`config.mk`:
```
export PLATFORM = sky130hd
export DESIGN_NAME = mdu_iter
export DESIGN_NICKNAME = d
export VERILOG_FILES = /design/src/rtl/mdu_pkg.sv /design/src/rtl/mdu_divider.sv /design/src/rtl/mdu_iter.sv
export SDC_FILE = /design/constraint.sdc
export NUM_CORES = 2
export LEC_CHECK = 0
export BUFFER_PORTS_ARGS = -buffer_cell sky130_fd_sc_hd__buf_2
export CELL_PAD_IN_SITES_DETAIL_PLACEMENT = 1
export CELL_PAD_IN_SITES_GLOBAL_PLACEMENT = 2
export CORE_MARGIN = 4
export CORE_UTILIZATION = 38
export DETAILED_ROUTE_END_ITERATION = 7
export GPL_ROUTABILITY_DRIVEN = 1
export GPL_TIMING_DRIVEN = 0
export HOLD_SLACK_MARGIN = 0.02
export PLACE_DENSITY_LB_ADDON = 0.1
export SETUP_SLACK_MARGIN = 0.2
export SLEW_MARGIN = 30
export SYNTH_ARGS = -nofsm -noshare
export SYNTH_HDL_FRONTEND = slang
export SYNTH_SLANG_ARGS = --single-unit
```
`constraint.sdc`:
```
create_clock -name clk -period 10.4 [get_ports clk]
set_input_delay 0.52 -clock clk [delete_from_list [all_inputs] [get_ports clk]]
set_output_delay 0.52 -clock clk [all_outputs]
set_load 0.1 [all_outputs]
```
`src/rtl/mdu_pkg.sv`:
```
// Shared types for the iterative multiply/divide unit.
// The optional multiply-accumulate ops are controlled by the MDU_MADD_EN macro in mdu_iter.
package mdu_pkg;

   localparam int MDU_CTRL_W = 4;

   typedef enum logic [MDU_CTRL_W-1:0] {
      OP_NOP   = 4'd0,
      OP_MULT  = 4'd1,
      OP_MULTU = 4'd2,
      OP_DIV   = 4'd3,
      OP_DIVU  = 4'd4,
      OP_MTHI  = 4'd5,
      OP_MTLO  = 4'd6,
      OP_MADD  = 4'd7,
      OP_MADDU = 4'd8,
      OP_MSUB  = 4'd9,
      OP_MSUBU = 4'd10
   } mdu_op_e;

   typedef enum logic [1:0] {
      ST_IDLE = 2'd0,
      ST_MUL  = 2'd1,
      ST_DIV  = 2'd2
   } mdu_state_e;

   function automatic logic op_is_signed(input mdu_op_e op);
      return (op == OP_MULT) || (op == OP_DIV) || (op == OP_MADD) || (op == OP_MSUB);
   endfunction

endpackage

```
`src/rtl/mdu_divider.sv`:
```
// Unsigned restoring radix-2 divider, one quotient bit per cycle, WIDTH cycles per divide.
// quotient/remainder/valid present the final step combinationally so the caller can write at that edge.
module mdu_divider #(
   parameter int WIDTH = 32
) (
   input  logic             clk,
   input  logic             reset,
   input  logic             start,
   input  logic [WIDTH-1:0] dividend,
   input  logic [WIDTH-1:0] divisor,
   input  logic             flush,
   output logic [WIDTH-1:0] quotient,
   output logic [WIDTH-1:0] remainder,
   output logic             valid
);

   localparam int CW = (WIDTH > 1) ? $clog2(WIDTH) : 1;

   logic [WIDTH-1:0] rem_q, rem_d;
   logic [WIDTH-1:0] quo_q, quo_d;
   logic [WIDTH-1:0] dvs_q, dvs_d;
   logic [CW-1:0]    cnt_q, cnt_d;
   logic             run_q, run_d;

   logic [WIDTH:0]   shift_s;
   logic [WIDTH:0]   diff_s;
   logic [WIDTH-1:0] step_rem_s;
   logic [WIDTH-1:0] step_quo_s;

   // quo_q shifts dividend bits out at the top while quotient bits enter at the bottom
   always_comb begin
      shift_s = {rem_q, quo_q[WIDTH-1]};
      diff_s  = shift_s - {1'b0, dvs_q};
      if (diff_s[WIDTH]) begin
         step_rem_s = shift_s[WIDTH-1:0];
      end else begin
         step_rem_s = diff_s[WIDTH-1:0];
      end
      step_quo_s = {quo_q[WIDTH-2:0], ~diff_s[WIDTH]};
   end

   always_comb begin
      rem_d = rem_q;
      quo_d = quo_q;
      dvs_d = dvs_q;
      cnt_d = cnt_q;
      run_d = run_q;
      if (flush) begin
         run_d = 1'b0;
      end else if (run_q) begin
         rem_d = step_rem_s;
         quo_d = step_quo_s;
         if (cnt_q == '0) begin
            run_d = 1'b0;
         end else begin
            cnt_d = cnt_q - {{(CW-1){1'b0}}, 1'b1};
         end
      end else if (start) begin
         rem_d = '0;
         quo_d = dividend;
         dvs_d = divisor;
         cnt_d = CW'(WIDTH - 1);
         run_d = 1'b1;
      end else begin
         run_d = 1'b0;
      end
   end

   always_ff @(posedge clk) begin
      if (!reset) begin
         rem_q <= '0;
         quo_q <= '0;
         dvs_q <= '0;
         cnt_q <= '0;
         run_q <= 1'b0;
      end else begin
         rem_q <= rem_d;
         quo_q <= quo_d;
         dvs_q <= dvs_d;
         cnt_q <= cnt_d;
         run_q <= run_d;
      end
   end

   assign quotient  = step_quo_s;
   assign remainder = step_rem_s;
   assign valid     = run_q && (cnt_q == '0);

endmodule

```
`src/rtl/mdu_iter.sv`:
```
// Iterative multiply/divide unit owning HI/LO; multiplies take MULT_CYCLES, divides take WIDTH cycles.
// Define MDU_MADD_EN to build MADD/MADDU/MSUB/MSUBU; otherwise those opcodes behave as NOP.
module mdu_iter
   import mdu_pkg::*;
#(
   parameter int WIDTH       = 32,
   parameter int MULT_CYCLES = 5
) (
   input  logic                  clk,
   input  logic                  reset,
   input  logic                  start,
   input  logic [MDU_CTRL_W-1:0] ctrl,
   input  logic [WIDTH-1:0]      src_a,
   input  logic [WIDTH-1:0]      src_b,
   input  logic                  flush,
   output logic                  busy,
   output logic                  done,
   output logic [WIDTH-1:0]      hi,
   output logic [WIDTH-1:0]      lo
);

   localparam int MCW = (MULT_CYCLES > 1) ? $clog2(MULT_CYCLES) : 1;

   mdu_state_e         state_q, state_d;
   logic [MCW-1:0]     cnt_q, cnt_d;
   logic [2*WIDTH-1:0] res_q, res_d;
   logic [WIDTH-1:0]   hi_q, hi_d;
   logic [WIDTH-1:0]   lo_q, lo_d;
   logic               busy_q, busy_d;
   logic               done_q, done_d;
   logic               negq_q, negq_d;
   logic               negr_q, negr_d;
   logic               dz_q, dz_d;

   mdu_op_e            op_s;
   logic               sgn_s;
   logic [2*WIDTH-1:0] a_ext_s, b_ext_s, prod_s;
   logic [WIDTH-1:0]   a_mag_s, b_mag_s;
   logic               div_start_s;
   logic [WIDTH-1:0]   div_quo_s, div_rem_s;
   logic               div_valid_s;

   assign op_s    = mdu_op_e'(ctrl);
   assign sgn_s   = op_is_signed(op_s);
   assign a_ext_s = sgn_s ? {{WIDTH{src_a[WIDTH-1]}}, src_a} : {{WIDTH{1'b0}}, src_a};
   assign b_ext_s = sgn_s ? {{WIDTH{src_b[WIDTH-1]}}, src_b} : {{WIDTH{1'b0}}, src_b};
   assign prod_s  = a_ext_s * b_ext_s;
   assign a_mag_s = (sgn_s && src_a[WIDTH-1]) ? -src_a : src_a;
   assign b_mag_s = (sgn_s && src_b[WIDTH-1]) ? -src_b : src_b;

`ifdef MDU_MADD_EN
   logic [2*WIDTH-1:0] acc_s;
   assign acc_s = ((op_s == OP_MSUB) || (op_s == OP_MSUBU)) ? ({hi_q, lo_q} - prod_s)
                                                             : ({hi_q, lo_q} + prod_s);
`endif

   mdu_divider #(.WIDTH(WIDTH)) u_div (
      .clk       (clk),
      .reset     (reset),
      .start     (div_start_s),
      .dividend  (a_mag_s),
      .divisor   (b_mag_s),
      .flush     (flush),
      .quotient  (div_quo_s),
      .remainder (div_rem_s),
      .valid     (div_valid_s)
   );

   // Priority inside a running unit: flush, then completion, then a new start
   always_comb begin
      state_d     = state_q;
      cnt_d       = cnt_q;
      res_d       = res_q;
      hi_d        = hi_q;
      lo_d        = lo_q;
      done_d      = 1'b0;
      negq_d      = negq_q;
      negr_d      = negr_q;
      dz_d        = dz_q;
      div_start_s = 1'b0;
      if (flush) begin
         state_d = ST_IDLE;
      end else begin
         case (state_q)
            ST_IDLE: begin
               if (start) begin
                  case (op_s)
                     OP_MULT, OP_MULTU: begin
                        res_d   = prod_s;
                        cnt_d   = MCW'(MULT_CYCLES - 1);
                        state_d = ST_MUL;
                     end
`ifdef MDU_MADD_EN
                     OP_MADD, OP_MADDU, OP_MSUB, OP_MSUBU: begin
                        res_d   = acc_s;
                        cnt_d   = MCW'(MULT_CYCLES - 1);
                        state_d = ST_MUL;
                     end
`else
                     OP_MADD, OP_MADDU, OP_MSUB, OP_MSUBU: begin
                        state_d = ST_IDLE;
                     end
`endif
                     OP_DIV, OP_DIVU: begin
                        div_start_s = 1'b1;
                        negq_d      = sgn_s && (src_a[WIDTH-1] ^ src_b[WIDTH-1]);
                        negr_d      = sgn_s && src_a[WIDTH-1];
                        dz_d        = (src_b == '0);
                        state_d     = ST_DIV;
                     end
                     OP_MTHI: hi_d = src_a;
                     OP_MTLO: lo_d = src_a;
                     default: state_d = ST_IDLE;
                  endcase
               end else begin
                  state_d = ST_IDLE;
               end
            end
            ST_MUL: begin
               if (cnt_q == '0) begin
                  {hi_d, lo_d} = res_q;
                  done_d       = 1'b1;
                  state_d      = ST_IDLE;
               end else begin
                  cnt_d = cnt_q - {{(MCW-1){1'b0}}, 1'b1};
               end
            end
            ST_DIV: begin
               if (div_valid_s) begin
                  if (!dz_q) begin
                     lo_d = negq_q ? -div_quo_s : div_quo_s;
                     hi_d = negr_q ? -div_rem_s : div_rem_s;
                  end else begin
                     lo_d = lo_q;
                  end
                  done_d  = 1'b1;
                  state_d = ST_IDLE;
               end else begin
                  state_d = ST_DIV;
               end
            end
            default: state_d = ST_IDLE;
         endcase
      end
      busy_d = (state_d != ST_IDLE);
   end

   always_ff @(posedge clk) begin
      if (!reset) begin
         state_q <= ST_IDLE;
         cnt_q   <= '0;
         res_q   <= '0;
         hi_q    <= '0;
         lo_q    <= '0;
         busy_q  <= 1'b0;
         done_q  <= 1'b0;
         negq_q  <= 1'b0;
         negr_q  <= 1'b0;
         dz_q    <= 1'b0;
      end else begin
         state_q <= state_d;
         cnt_q   <= cnt_d;
         res_q   <= res_d;
         hi_q    <= hi_d;
         lo_q    <= lo_d;
         busy_q  <= busy_d;
         done_q  <= done_d;
         negq_q  <= negq_d;
         negr_q  <= negr_d;
         dz_q    <= dz_d;
      end
   end

   assign busy = busy_q;
   assign done = done_q;
   assign hi   = hi_q;
   assign lo   = lo_q;

endmodule

```
Yosys cells after proc, flatten, opt, wreduce, memory -nomap -nowiden
Index checks and enable logic that the tools add are counted.

cells by class
  multipliers = 1
  divide/modulo/power cells = 0
  shift-type cells = 0
  bitwise gates (word level) = 5
  muxes and demuxes = 46
  order comparisons = 0
  add/sub/neg operators = 7
  reduce and logical (&&, ||, !) cells = 27
  eq/ne operators = 19

operator list
  kind                                                                      number
  32-bit two-way mux                                                        19
  32-bit case mux with 3 select lines                                       2
  64-bit two-way mux                                                        2
  32-bit negator                                                            4
  64-bit by 64-bit multiplier with 64-bit output                            1
  33-bit by 32-bit subtractor with 33-bit output                            1
  32-bit logical NOT                                                        1
  4-bit by 3-bit equality test with 1-bit output (second input constant)    4
  5-bit two-way mux                                                         3
  7-bit AND reduction                                                       2
  2-bit inequality test (second input constant)                             6
  2-bit case mux with 3 select lines                                        2
  1-bit two-way mux                                                         9
  3-bit two-way mux                                                         3
  4-bit by 2-bit equality test with 1-bit output (second input constant)    2
  2-bit two-way mux                                                         4
  4-bit AND reduction                                                       2
  2-bit OR reduction                                                        4
  2-bit by 1-bit inequality test with 1-bit output (second input constant)  3
  3-bit case mux with 2 select lines                                        1
  3-bit AND reduction                                                       2
  2-bit nonzero test                                                        3
  5-bit logical NOT                                                         1
  5-bit AND reduction                                                       1
  other kinds (15)                                                          23

storage, ports and cells
  output and inout port bits = 66
  memories = 0
  ROM bits = 0
  bits in latches = 0
  RAM bits = 0
  bits of input ports = 72
  register bits after elaboration = 240

Longest topological paths before layout
  depth in word-level cells = 8
  gate-level depth with buffers = 41
  mapped depth without buffers = 37

Cells and area by module
Synthesis repeated with hierarchy kept, for this count alone.

unflattened totals
  cells, all modules = 7178
  area, all modules = 62872.8 µm²

by module, submodules not included
  module       times used  cells each  area each (µm²)  seq. area each (µm²)
  mdu_iter     1           6404        56340.3          2762.6
  mdu_divider  1           774         6532.5           2042.0

Worst setup path before layout
OpenSTA, ideal clock, no wires.

  path kind = input-to-reg
  start point = input port ctrl[1]
  end point = register res_q[59]
  arrival = 9.718 ns
  library setup time = 0.136 ns
  setup slack = 0.546 ns
  required time = 10.264 ns
  cell stages on the path = 34
  path buffers = 3
  cells stage by stage = nand2b_1 > and3_1 > and2_1 > clkbuf_1 > clkbuf_1 > buf_1 > nand2_1 > inv_1 > fa_1 > inv_1 > fa_1 > inv_1 > fa_1 > inv_1 > fa_1 > fa_1 > inv_1 > fa_1 > fa_1 > fa_1 > fa_1 > inv_1 > fa_1 > inv_1 > ha_1 > and3_1 > a221o_1 > a21oi_1 > nand3_1 > o21ai_0 > a21oi_1 > or4_1 > a211oi_1 > a311oi_1

on the way
  cells in the longest elaborated chain, start to end = 6
  elaborated cells between the ends (all ways) = 13
  those cells by class = 1 x mul; 5 x eq/ne; 2 x mux; 5 x reduce/logical

RTL lines
  item                                                                                                              line                            source
  start: declaration                                                                                                mdu_iter.sv:12                  input logic [MDU_CTRL_W-1:0] ctrl,
  4-bit by 1-bit equality test with 1-bit output or 4-bit by 2-bit equality test with 1-bit output (tied branches)  mdu_pkg.sv:28, mdu_iter.sv:87
  1-bit logical OR (3 in a row)                                                                                     mdu_pkg.sv:28                   return (op == OP_MULT) || (op == OP_DIV) || (op == OP_MADD) || (op == OP_MSUB);
  64-bit two-way mux (on tied branches)                                                                             mdu_iter.sv:45, mdu_iter.sv:46
  64-bit by 64-bit multiplier with 64-bit output                                                                    mdu_iter.sv:47                  assign prod_s = a_ext_s * b_ext_s;
  end signal: assignment                                                                                            mdu_iter.sv:163                 res_q <= res_d;
  end: declaration                                                                                                  mdu_iter.sv:26                  logic [2*WIDTH-1:0] res_q, res_d;

Several ways; a longest one is shown, not always the timed one.
A chain may end at the register's enable or synchronous reset.

Final worst setup path
  start point = input port src_a[10]
  end point = register res_q[48]

on the way
  cells in the longest elaborated chain, start to end = 2

RTL lines
  item                                            line            source
  start: declaration                              mdu_iter.sv:13  input logic [WIDTH-1:0] src_a,
  64-bit two-way mux                              mdu_iter.sv:45  assign a_ext_s = sgn_s ? {{WIDTH{src_a[WIDTH-1]}}, src_a} : {{WIDTH{1'b0}}, src_a};
  64-bit by 64-bit multiplier with 64-bit output  mdu_iter.sv:47

Every way passes these cells.

==> Implementation_results.wiki <==
{| class="wikitable"
! Metric !! Value
|-
| Result of the run || finished, final reports clean
|-
| Most used flip-flop cell after synthesis || sky130_fd_sc_hd__dfxtp_1
|-
| Arrival @ worst endpoint || 10.38 ns
|-
| Core box area || between 150000 and 200000 sq um
|-
| Number of cells in the finished layout apart from fillers || between 9000 and 10000
|-
| Count of cells along the worst register-to-register path || 22
|-
| Data required time of the critical path || approximately 11 ns
|-
| Vias per cell || between 5 and 6
|-
| Via Count || around 52000
|-
| Largest incremental delay on the critical path || between 0.8 and 0.9 ns
|-
| EDFF count, synth || 0
|-
| Num ports || ~140
|-
| Kind of start point of the critical path || input pin
|-
| Master of the slowest instance on the critical path || sky130_fd_sc_hd__o21ai_0
|-
| Ratio of final minimum period to clock period || between 90% and 100%
|-
| Unique cell type count in the Yosys netlist || 82
|-
| Max-cap check violation count || 0
|-
| Number of port buffers || between 90 and 100
|-
| Hold/Removal Path Class || input pin to register
|-
| Share of synthesized area occupied by flip-flops and latches || 7.68%
|-
| Reg2Reg Launch Point || u_div.quo_q[31]
|-
| Wire length per cell || 31.8 microns
|-
| Remaining max-slew budget at the tightest pin || roughly 28%
|-
| Most used cell, CP || sky130_fd_sc_hd__fa_1
|-
| Number of nets in the synthesized netlist || 9043
|-
| Worst reg2reg path endpoint || hi[24]
|-
| Wire length after detailed routing || ~300 mm
|-
| Remaining number of nets flagged by the antenna check after routing || 0
|-
| First DRT Iteration DRCs || 4219
|-
| DIE WIDTH || 414 microns
|-
| Standard-cell rows || around 150
|-
| Most numerous cell types in the synthesized netlist || 1610 x sky130_fd_sc_hd__inv_1, 1420 x sky130_fd_sc_hd__fa_1, 1002 x sky130_fd_sc_hd__nand2_1
|-
| CTS tree || yes
|-
| Number of antenna violations at the first check in global routing || 40
|-
| Maximum number of pins on one net before global-route repair || 24
|-
| Post-synth ARST share || 0%
|-
| Final global-route overflow total || 0
|-
| Worst slack after detailed placement || -2.83 ns
|-
| H-tree lvl count || 1
|-
| Maximum fanout along the worst path || 10
|-
| Worst slack on hold paths || between 0.15 and 0.2 ns
|-
| First-pass GRT wire length || approximately 430 mm
|-
| Syn avg cell area || 8.70 sq um
|-
| Fraction of post-synthesis cell area in the top cell type by area || 45.5%
|-
| Final setup TNS || 0 ns
|-
| Type of the setup path with the least slack || input pin to register
|-
| Number of nets in the layout || between 9000 and 10000
|-
| Cells on Worst Hold Path || 2
|-
| TritonCTS Buffers || 26
|-
| Max frequency || a little over 100 MHz
|-
| DRC violation count after routing || 0
|-
| Fraction of final layout cells sized beyond drive strength 1 || about 6.5%
|-
| Pins over their slew limit || 0
|-
| Clock latency on the worst-skew pair || between 0.6 and 0.7 ns
|-
| TritonCTS Sinks || 240
|-
| Number of global-route vias before repair || 57028
|-
| Root cell of the clock tree || sky130_fd_sc_hd__clkbuf_16
|-
| Final hold viol count || 0
|-
| Effective utilization at floorplan || 38.3%
|-
| Cell type with the highest aggregate area in the netlist || sky130_fd_sc_hd__fa_1
|-
| Synthesized flop and latch total || between 200 and 250
|-
| Tmin final || about 9.9 ns
|-
| Startpoint of the most critical hold path || flush
|-
| Unrepaired setup endpoints after global routing || no
|-
| Layout Skew || 0.0369 ns
|-
| Layout-stage area growth over the synthesis result || 8.46%
|-
| DP Wirelength || around 260 mm
|-
| Global-route usage over all layers || approximately 36%
|-
| Maximum root-to-sink buffer count || 3
|-
| Kind of end point of the critical path || register
|-
| Die area || 171000 sq um
|-
| Routability cong. || just under 1
|-
| Cell Count Post-Placement || roughly 9500
|-
| Post-synthesis cell area || between 60000 and 70000 sq um
|-
| Overall die height || roughly 410 microns
|-
| Number of iterations in the first detailed-routing pass || 5
|-
| Clock-pin slew reported for the worst setup and hold paths after clock tree synthesis || around 0.07 ns
|-
| Gate count after technology mapping || between 7000 and 8000
|-
| Hold worst-path end || done
|-
| Finish-stage setup viols || 0
|-
| Top cells by area in the synthesized netlist || sky130_fd_sc_hd__fa_1 45%, sky130_fd_sc_hd__inv_1 9.7%, sky130_fd_sc_hd__dfxtp_1 7.7%
|-
| R2r setup slk || about 3.7 ns
|-
| Tightest Pin Transition || 1.09 ns
|-
| Library cell with the highest instance count after synthesis || sky130_fd_sc_hd__inv_1
|-
| Worst Slack Setup Final || just under 0.5 ns
|-
| Total number of yosys warnings || 0
|}
-- cells by family (layout without fill, tap and decap cells) --
| kind of cell | Yosys count | after routing | synth area share (%) |
|---|---|---|---|
| buf+inv | 2040 | 2218 | 12.3 |
| simple gates | 2037 | 2037 | 14.9 |
| fa+ha+maj | 1778 | 1778 | 52.6 |
| compound gates | 819 | 819 | 8.54 |
| xor+xnor | 246 | 246 | 3.44 |
| flops | 240 | 240 | 7.68 |
| mux | 33 | 33 | 0.536 |
| other cells | 0 | 16 | 0 |
-- placed cells by master (no fill, tap or decap), types with 140 or more instances in the layout --
| cell type | instances |
|---|---|
| sky130_fd_sc_hd__inv_1 | 1604 |
| sky130_fd_sc_hd__nand2_1 | 997 |
| sky130_fd_sc_hd__ha_1 | 353 |
| sky130_fd_sc_hd__clkbuf_1 | 182 |
| sky130_fd_sc_hd__nor2_1 | 339 |
| sky130_fd_sc_hd__and2_1 | 374 |
| sky130_fd_sc_hd__fa_1 | 1410 |
| sky130_fd_sc_hd__dfxtp_1 | 240 |
| sky130_fd_sc_hd__buf_2 | 140 |
| sky130_fd_sc_hd__xnor2_1 | 161 |
| sky130_fd_sc_hd__a21oi_1 | 286 |
| sky130_fd_sc_hd__clkbuf_2 | 143 |
-- stage by stage --
| stage | cell area [sq um] | utilization (%) |
|---|---|---|
| after detailed placement | 66400 | 40.7 |
| after global placement | 65700 | 40.3 |
| after CTS | 67600 | 41.4 |
| after floorplan | 62500 | - |
| final | 67800 | 41.6 |
| after global routing | 67800 | 41.6 |
-- worst max-delay path: cells and delay by family --
kind	cells	cell delay, ns
buf+inv	7	1.58
fa+ha+maj	11	4.94
compound gates	6	2.07
simple gates	5	1.23
-- per-layer routing --
metal / vias to the layer above / wire length, microns / track usage [%]
met3: 503 / 23100 / 6.25
met5: - / 107 / 0.776
li1: 22015 / - / -
met4: 16 / 19400 / 17.8
met1: 27718 / 122000 / 45.4
met2: 1921 / 140000 / 58.7
-- worst max path at each step --
| stage | from | endpoint | slack (ns) | cells after the start |
|---|---|---|---|---|
| finish | src_a[10] | res_q[48] | 0.49 | 29 |
| global route | src_a[19] | res_q[63] | 0.20 | 34 |
| CTS | ctrl[1] | res_q[61] | 0.17 | 36 |
| detailed placement | ctrl[1] | res_q[61] | -2.83 | 34 |
| global placement | src_a[31] | res_q[61] | -3.51 | 33 |
| floorplan | ctrl[1] | res_q[59] | 0.55 | 34 |
-- flip-flops by register name (all words and copies together), names as in the netlist, 3 cells and up --
register     flops
cnt_q            3
hi              32
u_div.rem_q     32
u_div.quo_q     32
u_div.cnt_q      5
res_q           64
u_div.dvs_q     32
lo              32
-- cell type report --
type,instances,area [sq um]
fill,19267,95300
multi-input combinational,4913,50200
inverter,1611,6050
sequential,240,4800
tap,2175,2720
buffer,428,2040
timing repair buffer,131,1100
clock buffer,34,741
clock inverter,14,105
antenna,16,40.0
-- repair_timing --
item / in CTS / in global routing
endpoints found under the setup margin: 27 / 15
gates resized for setup: 98 / 140
buffers inserted: 6 / 7
pin swaps: 4 / 5
hold buffers: 0 / 0
Power is left out: the tool's default activity adds up to more than one toggle a clock period on the data nets, which glitch-free logic cannot reach.
